[config.mk]
export PLATFORM = sky130hd
export DESIGN_NAME = seg7_scan_ctrl_flat
export DESIGN_NICKNAME = d
export VERILOG_FILES = /design/src/rtl/seg7_pkg.sv /design/src/rtl/seg7_scan_ctrl_if.sv /design/src/rtl/seg7_hex_decode.sv /design/src/rtl/seg7_scan_ctrl.sv /design/src/flat_wrapper.sv
export SDC_FILE = /design/constraint.sdc
export NUM_CORES = 1
export LEC_CHECK = 0
export ABC_AREA = 0
export BUFFER_PORTS_ARGS = -buffer_cell sky130_fd_sc_hd__buf_2
export CORE_MARGIN = 2
export CORE_UTILIZATION = 50
export DETAILED_ROUTE_END_ITERATION = 6
export GPL_TIMING_DRIVEN = 0
export PLACE_DENSITY_LB_ADDON = 0.15
export SLEW_MARGIN = 10
export SYNTH_ARGS = -nofsm -noshare
export SYNTH_HDL_FRONTEND = slang
export SYNTH_SLANG_ARGS = --single-unit
[constraint.sdc]
create_clock -name clk -period 2 [get_ports clk]
set_input_delay 0.3 -clock clk [delete_from_list [all_inputs] [get_ports clk]]
set_output_delay 0.3 -clock clk [all_outputs]
set_load 0.005 [all_outputs]
[src/rtl/seg7_pkg.sv]
// rtl/seg7_pkg.sv - shared types, constants and hex decode table for the 7-segment scanner
//
// Purpose : scan FSM state type, digit count and the 0-F segment table used by
//           seg7_hex_decode. Segment vectors are {a,b,c,d,e,f,g}, 1 = lit.
// Ports   : none (package)
package seg7_pkg;

  localparam int N_DIGITS = 4;

  typedef enum logic {
    BLANK = 1'b0,
    SHOW  = 1'b1
  } state_t;

  function automatic logic [6:0] hex_to_seg(input logic [3:0] nib);
    logic [6:0] seg;
    case (nib)
      4'h0:    seg = 7'h7E;
      4'h1:    seg = 7'h30;
      4'h2:    seg = 7'h6D;
      4'h3:    seg = 7'h79;
      4'h4:    seg = 7'h33;
      4'h5:    seg = 7'h5B;
      4'h6:    seg = 7'h5F;
      4'h7:    seg = 7'h70;
      4'h8:    seg = 7'h7F;
      4'h9:    seg = 7'h7B;
      4'hA:    seg = 7'h77;
      4'hB:    seg = 7'h1F;
      4'hC:    seg = 7'h4E;
      4'hD:    seg = 7'h3D;
      4'hE:    seg = 7'h4F;
      default: seg = 7'h47;
    endcase
    return seg;
  endfunction

endpackage

[src/rtl/seg7_scan_ctrl_if.sv]
// rtl/seg7_scan_ctrl_if.sv - MCU write/status bus of the 7-segment scan controller
//
// Purpose : groups the register-write strobe and data plus the status returned
//           to the MCU.
// Signals : wr_en      1  one-cycle write strobe
//           wr_hex     16 nibble k -> digit k (digit 0 rightmost)
//           wr_dp      4  decimal point per digit, 1 = lit
//           wr_blank   4  1 = digit fully dark
//           pending    1  shadow holds data not yet on the display
//           frame_done 1  one-cycle pulse at the end of digit 3's slot
// Modports: master (MCU side), slave (controller side)
interface seg7_scan_ctrl_if;
  import seg7_pkg::*;

  logic                  wr_en;
  logic [4*N_DIGITS-1:0] wr_hex;
  logic [N_DIGITS-1:0]   wr_dp;
  logic [N_DIGITS-1:0]   wr_blank;
  logic                  pending;
  logic                  frame_done;

  modport master (
    output wr_en, wr_hex, wr_dp, wr_blank,
    input  pending, frame_done
  );

  modport slave (
    input  wr_en, wr_hex, wr_dp, wr_blank,
    output pending, frame_done
  );

endinterface

[src/rtl/seg7_hex_decode.sv]
// rtl/seg7_hex_decode.sv - one-digit hex to abcdefgh decoder with dp, blanking and polarity
//
// Purpose : combinational segment pattern for the digit currently being shown.
// Ports   : nibble  in  4  hex value
//           dp      in  1  decimal point, 1 = lit
//           on      in  1  0 forces every segment inactive
//           seg     out 8  {a,b,c,d,e,f,g,h}, polarity per SEG_ACT_LOW
module seg7_hex_decode
  import seg7_pkg::*;
#(
  parameter bit SEG_ACT_LOW = 1'b1
) (
  input  logic [3:0] nibble,
  input  logic       dp,
  input  logic       on,
  output logic [7:0] seg
);

  logic [7:0] seg_lit;

  always_comb begin
    seg_lit = 8'h00;
    if (on) begin
      seg_lit = {hex_to_seg(nibble), dp};
    end
    seg = SEG_ACT_LOW ? ~seg_lit : seg_lit;
  end

endmodule

[src/rtl/seg7_scan_ctrl.sv]
// rtl/seg7_scan_ctrl.sv - 4-digit multiplexed 7-segment scan controller
//
// Purpose : scans four digits, one slot of P = CLK_HZ/DIGIT_HZ cycles each. The first
//           BLANK_CYCLES of every slot keep all digits dark so the previous digit's
//           segments never ghost onto the next one. MCU writes land in a shadow bank
//           and are copied to the active bank only at the end of a frame.
// Ports   : clk       in   1  system clock
//           reset_n   in   1  asynchronous active-low reset
//           bus       if      seg7_scan_ctrl_if.slave (write bus, pending, frame_done)
//           abcdefgh  out  8  segments, bit7 = a ... bit1 = g, bit0 = dp
//           digit     out  4  digit enables, digit[k] selects digit k
// Params  : CLK_HZ, DIGIT_HZ, BLANK_CYCLES (1 .. P-1), SEG_ACT_LOW, DIG_ACT_LOW
module seg7_scan_ctrl
  import seg7_pkg::*;
#(
  parameter int CLK_HZ       = 50_000_000,
  parameter int DIGIT_HZ     = 1000,
  parameter int BLANK_CYCLES = 500,
  parameter bit SEG_ACT_LOW  = 1'b1,
  parameter bit DIG_ACT_LOW  = 1'b1
) (
  input  logic                   clk,
  input  logic                   reset_n,
  seg7_scan_ctrl_if.slave        bus,
  output logic [7:0]             abcdefgh,
  output logic [N_DIGITS-1:0]    digit
);

  localparam int P  = CLK_HZ / DIGIT_HZ;
  localparam int CW = (P > 1) ? $clog2(P) : 1;

  localparam logic [CW-1:0]       CNT_MAX  = CW'(P - 1);
  localparam logic [CW-1:0]       BLANK_C  = CW'(BLANK_CYCLES);
  localparam logic [7:0]          SEG_OFF  = SEG_ACT_LOW ? 8'hFF : 8'h00;
  localparam logic [N_DIGITS-1:0] DIG_OFF  = DIG_ACT_LOW ? {N_DIGITS{1'b1}} : {N_DIGITS{1'b0}};

  logic [CW-1:0]         cnt;
  logic [CW-1:0]         cnt_nxt;
  logic [1:0]            idx;
  state_t                state;
  logic                  wrap;
  logic                  commit;

  logic [4*N_DIGITS-1:0] shadow_hex;
  logic [N_DIGITS-1:0]   shadow_dp;
  logic [N_DIGITS-1:0]   shadow_blank;
  logic [4*N_DIGITS-1:0] active_hex;
  logic [N_DIGITS-1:0]   active_dp;
  logic [N_DIGITS-1:0]   active_blank;
  logic                  pending_q;

  logic                  dig_on;
  logic [N_DIGITS-1:0]   dig_sel;
  logic [7:0]            seg_nxt;

  assign wrap    = (cnt == CNT_MAX);
  assign cnt_nxt = wrap ? '0 : cnt + CW'(1);
  // Last cycle of digit 3's slot; the banks swap on the edge that ends it.
  assign commit  = wrap && (idx == 2'd3);

  assign bus.frame_done = commit;
  assign bus.pending    = pending_q;

  // Slot counter, digit index and BLANK/SHOW state. The state tracks the
  // current cnt, so the wrap always re-enters BLANK before idx moves on.
  always_ff @(posedge clk or negedge reset_n) begin
    if (!reset_n) begin
      cnt   <= '0;
      idx   <= 2'd0;
      state <= BLANK;
    end else begin
      cnt <= cnt_nxt;
      if (wrap) begin
        idx <= idx + 2'd1;
      end
      case (state)
        BLANK:   if (cnt_nxt >= BLANK_C) state <= SHOW;
        SHOW:    if (wrap)               state <= BLANK;
        default:                         state <= BLANK;
      endcase
    end
  end

  // Shadow/active banks. A write landing on the commit edge goes straight to
  // the active bank so it is not held back for a whole extra frame.
  always_ff @(posedge clk or negedge reset_n) begin
    if (!reset_n) begin
      shadow_hex   <= '0;
      shadow_dp    <= '0;
      shadow_blank <= {N_DIGITS{1'b1}};
      active_hex   <= '0;
      active_dp    <= '0;
      active_blank <= {N_DIGITS{1'b1}};
      pending_q    <= 1'b0;
    end else begin
      if (bus.wr_en) begin
        shadow_hex   <= bus.wr_hex;
        shadow_dp    <= bus.wr_dp;
        shadow_blank <= bus.wr_blank;
      end
      if (commit) begin
        pending_q <= 1'b0;
        if (bus.wr_en) begin
          active_hex   <= bus.wr_hex;
          active_dp    <= bus.wr_dp;
          active_blank <= bus.wr_blank;
        end else if (pending_q) begin
          active_hex   <= shadow_hex;
          active_dp    <= shadow_dp;
          active_blank <= shadow_blank;
        end
      end else if (bus.wr_en) begin
        pending_q <= 1'b1;
      end
    end
  end

  assign dig_on  = (state == SHOW) && !active_blank[idx];
  assign dig_sel = N_DIGITS'(1) << idx;

  seg7_hex_decode #(
    .SEG_ACT_LOW (SEG_ACT_LOW)
  ) u_decode (
    .nibble (active_hex[4*idx +: 4]),
    .dp     (active_dp[idx]),
    .on     (dig_on),
    .seg    (seg_nxt)
  );

  // Pin registers: one cycle behind state/idx, so pins change only on clk.
  always_ff @(posedge clk or negedge reset_n) begin
    if (!reset_n) begin
      abcdefgh <= SEG_OFF;
      digit    <= DIG_OFF;
    end else begin
      abcdefgh <= seg_nxt;
      if (dig_on) begin
        digit <= DIG_ACT_LOW ? ~dig_sel : dig_sel;
      end else begin
        digit <= DIG_OFF;
      end
    end
  end

endmodule

[src/flat_wrapper.sv]
// flat-port wrapper written by rule: the top's interface ports become plain ports
module seg7_scan_ctrl_flat import seg7_pkg::*;
#(
  parameter int CLK_HZ       = 50_000_000,
  parameter int DIGIT_HZ     = 1000,
  parameter int BLANK_CYCLES = 500,
  parameter bit SEG_ACT_LOW  = 1'b1,
  parameter bit DIG_ACT_LOW  = 1'b1
)
  (clk, reset_n, abcdefgh, digit, bus_wr_en, bus_wr_hex, bus_wr_dp, bus_wr_blank, bus_pending, bus_frame_done);
  seg7_scan_ctrl_if bus_i ();
  input  logic clk;
  input  logic reset_n;
  output logic [7:0] abcdefgh;
  output logic [N_DIGITS-1:0] digit;
  input wire logic [$bits(bus_i.wr_en)-1:0] bus_wr_en;
  input wire logic [$bits(bus_i.wr_hex)-1:0] bus_wr_hex;
  input wire logic [$bits(bus_i.wr_dp)-1:0] bus_wr_dp;
  input wire logic [$bits(bus_i.wr_blank)-1:0] bus_wr_blank;
  output wire logic [$bits(bus_i.pending)-1:0] bus_pending;
  output wire logic [$bits(bus_i.frame_done)-1:0] bus_frame_done;
  assign bus_i.wr_en = bus_wr_en;
  assign bus_i.wr_hex = bus_wr_hex;
  assign bus_i.wr_dp = bus_wr_dp;
  assign bus_i.wr_blank = bus_wr_blank;
  assign bus_pending = bus_i.pending;
  assign bus_frame_done = bus_i.frame_done;
  seg7_scan_ctrl #(.CLK_HZ(CLK_HZ), .DIGIT_HZ(DIGIT_HZ), .BLANK_CYCLES(BLANK_CYCLES), .SEG_ACT_LOW(SEG_ACT_LOW), .DIG_ACT_LOW(DIG_ACT_LOW)) u_core (.clk(clk), .reset_n(reset_n), .bus(bus_i), .abcdefgh(abcdefgh), .digit(digit));
endmodule
==> results by group <==
Finish
  – Cell area after layout: 4510 um2
  – Nets: 367
  – Layout cells sized above 1: 0.534
  – Syn-to-layout area delta: 23.0%
  – N_diodes: 0
  – Post-Layout Cell Count: 434

Worst setup path
  – Critical path fanouts, max: 9
  – Critical Path RT: 2.29 ns
  – Crit start category: register
  – Crit path DAT: 2.32 ns
  – Worst setup EP type: register
  – CP Class: register to register

GRT
  – GRT overflow: 0
  – GRT Total Usage: 0.193
  – Largest net degree at the start of global routing: 64
  – Vias in the first global route: 2343
  – Initial antenna violation count: 0
  – First-pass GRT wire length: 11400 um

Timing
  – Final setup vio count: 1
  – Relative slew margins: 0.612
  – Final Critical Period: 2.04 ns
  – Setup TNS: -0.0379 ns
  – Peak Freq: 491 MHz
  – Max-slew violations: 0
  – Hold_ws: 0.197 ns
  – Least-Margin Pin Slew: 0.581 ns
  – RSZ-0062 raised after global routing: yes
  – Final Hold Violating Endpoints: 0
  – Clock skew: 0.0101 ns
  – Fin crit share: 1.02
  – Final WS setup: -0.0379 ns

Floorplan
  – Die Y: 89.6 um
  – Core Area: 7180 um2
  – Die W: 89.6 um
  – Die area: 8030 um2
  – Ports: 41
  – Initial Util: 0.511
  – Placement Rows: 31

Synth
  – Synth Register Bits: 80
  – Syn avg cell area: 14.0 um2
  – Sequential fraction of the synthesis area: 0.553
  – Area contributors post-synth: dfrtp_1 (41%), dfstp_2 (14%), mux2_2 (8.6%), mux2_4 (8.2%), mux4_2 (4.3%)
  – Mapped Area: 3660 um2
  – Synth unique cells: 41
  – Yosys synthesis warning count: 0
  – Post-synth top area share: 0.410
  – Gate Count Post-Synth: 261
  – Mapped Nets: 298
  – Synth area leader: dfrtp_1

CTS
  – CTS root buffer: clkbuf_8
  – Clock sink total: 80
  – CTS tree: built
  – H-Tree Level Count: 3
  – CTS Buffer Depth: 2
  – Cts bufs inserted: 9
  – Worst-path clk slew: 0.08 ns
  – Skew-Pair Late Insertion Delay: 0.35 ns

Route
  – WL/cell: 16.5 um
  – Vias: 2302
  – Antenna Nets Post-Route: 0
  – Initial DRC Count: 114
  – Drt total wl: 7160 um
  – DRC viols: 0
  – Routed vias/inst: 5.30
  – First-pass iteration count of the detailed router: 4

Pwr
  – Pleak: 0.00202 uW
  – Peak VDD IR: 353 uV
  – Clock power share: 0.428
  – Switching Share: 0.202
  – Switching power total: 645 uW
  – PwrDens: 709 nW/um2
  – Combinational share of power: 0.045
  – Sequential cell fraction of total power: 0.527
  – Internal power: 2550 uW

Hold path
  – HP Class: primary input to register

Place
  – Area post-placement: 4010 um2
  – Placed cell count: 400
  – HPWL Detailed: 4630 um
  – Placer congestion estimate: 0.834
  – PortBufs: 39
  – Pre-CTS WS: -0.226 ns

Outcome
  – Failing checks: negative setup slack
  – Outcome: complete, but fails checks

Flow run
  – MaxCap Viol Count: 0
==> per-stage QoR <==
stage / power (uW) / utilization
6_report: 3200 / 0.628
5_1_grt: 3330 / 0.628
4_1_cts: 3230 / 0.607
3_5_place_dp: 1860 / 0.559
3_3_place_gp: 1850 / 0.555
2_1_floorplan: 1780 / -
==> metal layers <==
layer / vias up / wire [um] / track usage
li1: 1064 / - / -
met1: 1174 / 3090 / 0.258
met2: 57 / 3700 / 0.313
met3: 7 / 286 / 0.0420
met4: 0 / 79 / 0.0692
met5: - / 0 / 0
==> path summary, 6_finish.rpt <==
kind / depth (start not counted) / from / endpoint / slack (ns)
worst max register to register: 6 / u_core.idx[1] / u_core.abcdefgh[4] / -0.04
worst min register to register: 1 / u_core.shadow_hex[1] / u_core.shadow_hex[1] / 0.50
worst min-delay path: 2 / bus_wr_hex[10] / u_core.shadow_hex[10] / 0.20
max in group asynchronous: 3 / reset_n / u_core.abcdefgh[0] / 1.02
min in group asynchronous: 2 / reset_n / u_core.cnt[15] / 0.35
worst max-delay path: 6 / u_core.idx[1] / u_core.abcdefgh[4] / -0.04
==> registers in the layout (all words and copies together) (netlist names) <==
| signal | flops |
|---|---|
| u_core.active_hex | 16 |
| u_core.cnt | 16 |
| u_core.shadow_hex | 16 |
| u_core.abcdefgh | 8 |
| u_core.active_blank | 4 |
| u_core.active_dp | 4 |
| u_core.digit | 4 |
| u_core.shadow_blank | 4 |
| u_core.shadow_dp | 4 |
| u_core.idx | 2 |
| u_core.bus.pending | 1 |
| u_core.state | 1 |
==> cell type report <==
| type | instances | area [um2] |
|---|---|---|
| plain buffers | 8 | 65.1 |
| clock buffers | 14 | 173 |
| clock inverters | 2 | 60.1 |
| fillers | 569 | 2670 |
| inverters | 10 | 37.5 |
| multi-input cells | 161 | 1640 |
| flip-flops and latches | 80 | 2030 |
| well taps | 99 | 124 |
| repair buffers | 60 | 382 |
==> kinds of logic after synthesis <==
| kind of cell | after synthesis | share of synthesized area |
|---|---|---|
| muxes | 57 | 0.217 |
| DFF | 80 | 0.553 |
| buffers and inverters | 20 | 0.0277 |
| AOI/OAI and AO/OA | 20 | 0.0420 |
| adders and majority gates | 10 | 0.0342 |
| xor gates and xnor gates | 14 | 0.0335 |
| and+or+nand+nor | 60 | 0.0929 |
==> power groups by stage <==
stage	Clock [uW]	Sequential [uW]	Combinational, uW
final	1370	1680	145
after floorplan	0	1710	71.6
after detailed placement	0	1710	149
after CTS	1400	1680	151
after global routing	1480	1690	166
after global placement	0	1710	138
==> cell usage in the layout (no fill, tap or decap), types with 7 or more instances in the layout <==
| cell type | n |
|---|---|
| dfrtp_1 | 58 |
| buf_2 | 39 |
| mux2_2 | 28 |
| mux2_4 | 20 |
| dfstp_2 | 20 |
| buf_4 | 19 |
| nand2_1 | 13 |
| nor2_1 | 13 |
| clkbuf_8 | 12 |
| xor2_1 | 8 |
| mux4_2 | 7 |
| nand3_1 | 7 |
| inv_1 | 7 |
==> worst max-delay path, cell delays in order (launching register included) <==
cell      delay, ns
dfrtp_1        0.60
mux4_2         0.35
inv_2          0.07
buf_4          0.15
ha_2           0.20
mux4_2         0.45
nand2b_4       0.14
==> cells in the mapped netlist <==
library cell,number
mux2i_1,2
o221ai_1,4
buf_2,3
and4_1,2
and3_1,3
o21ai_4,1
dfstp_2,20
a221o_1,1
or2_2,2
nand3_1,7
dfrtp_1,60
ha_1,10
buf_6,3
clkbuf_1,2
inv_1,10
o31ai_1,2
o211ai_1,1
buf_1,2
xnor2_1,6
and2_1,2
nand2_1,13
o21ai_0,2
nand2b_1,3
mux2_2,28
mux2_4,20
nor4b_2,1
nor4_1,1
nand4_1,4
and2_4,1
o2111ai_1,1
and4bb_2,2
a21oi_1,3
o41ai_1,1
nor3_1,2
nor2_1,14
mux4_2,7
o311ai_0,2
xor2_1,8
o21ai_1,2
nor4_4,1
nor2b_1,2
==> timing repair <==
action	4_1_cts	5_1_grt
setup endpoints to repair	25	32
pin swaps	2	7
gates resized for setup	13	15
buffers inserted	8	11
hold buffers	1	0
endpoints found under the hold margin	10	0
Note: power is estimated with default switching activity, not from simulation.
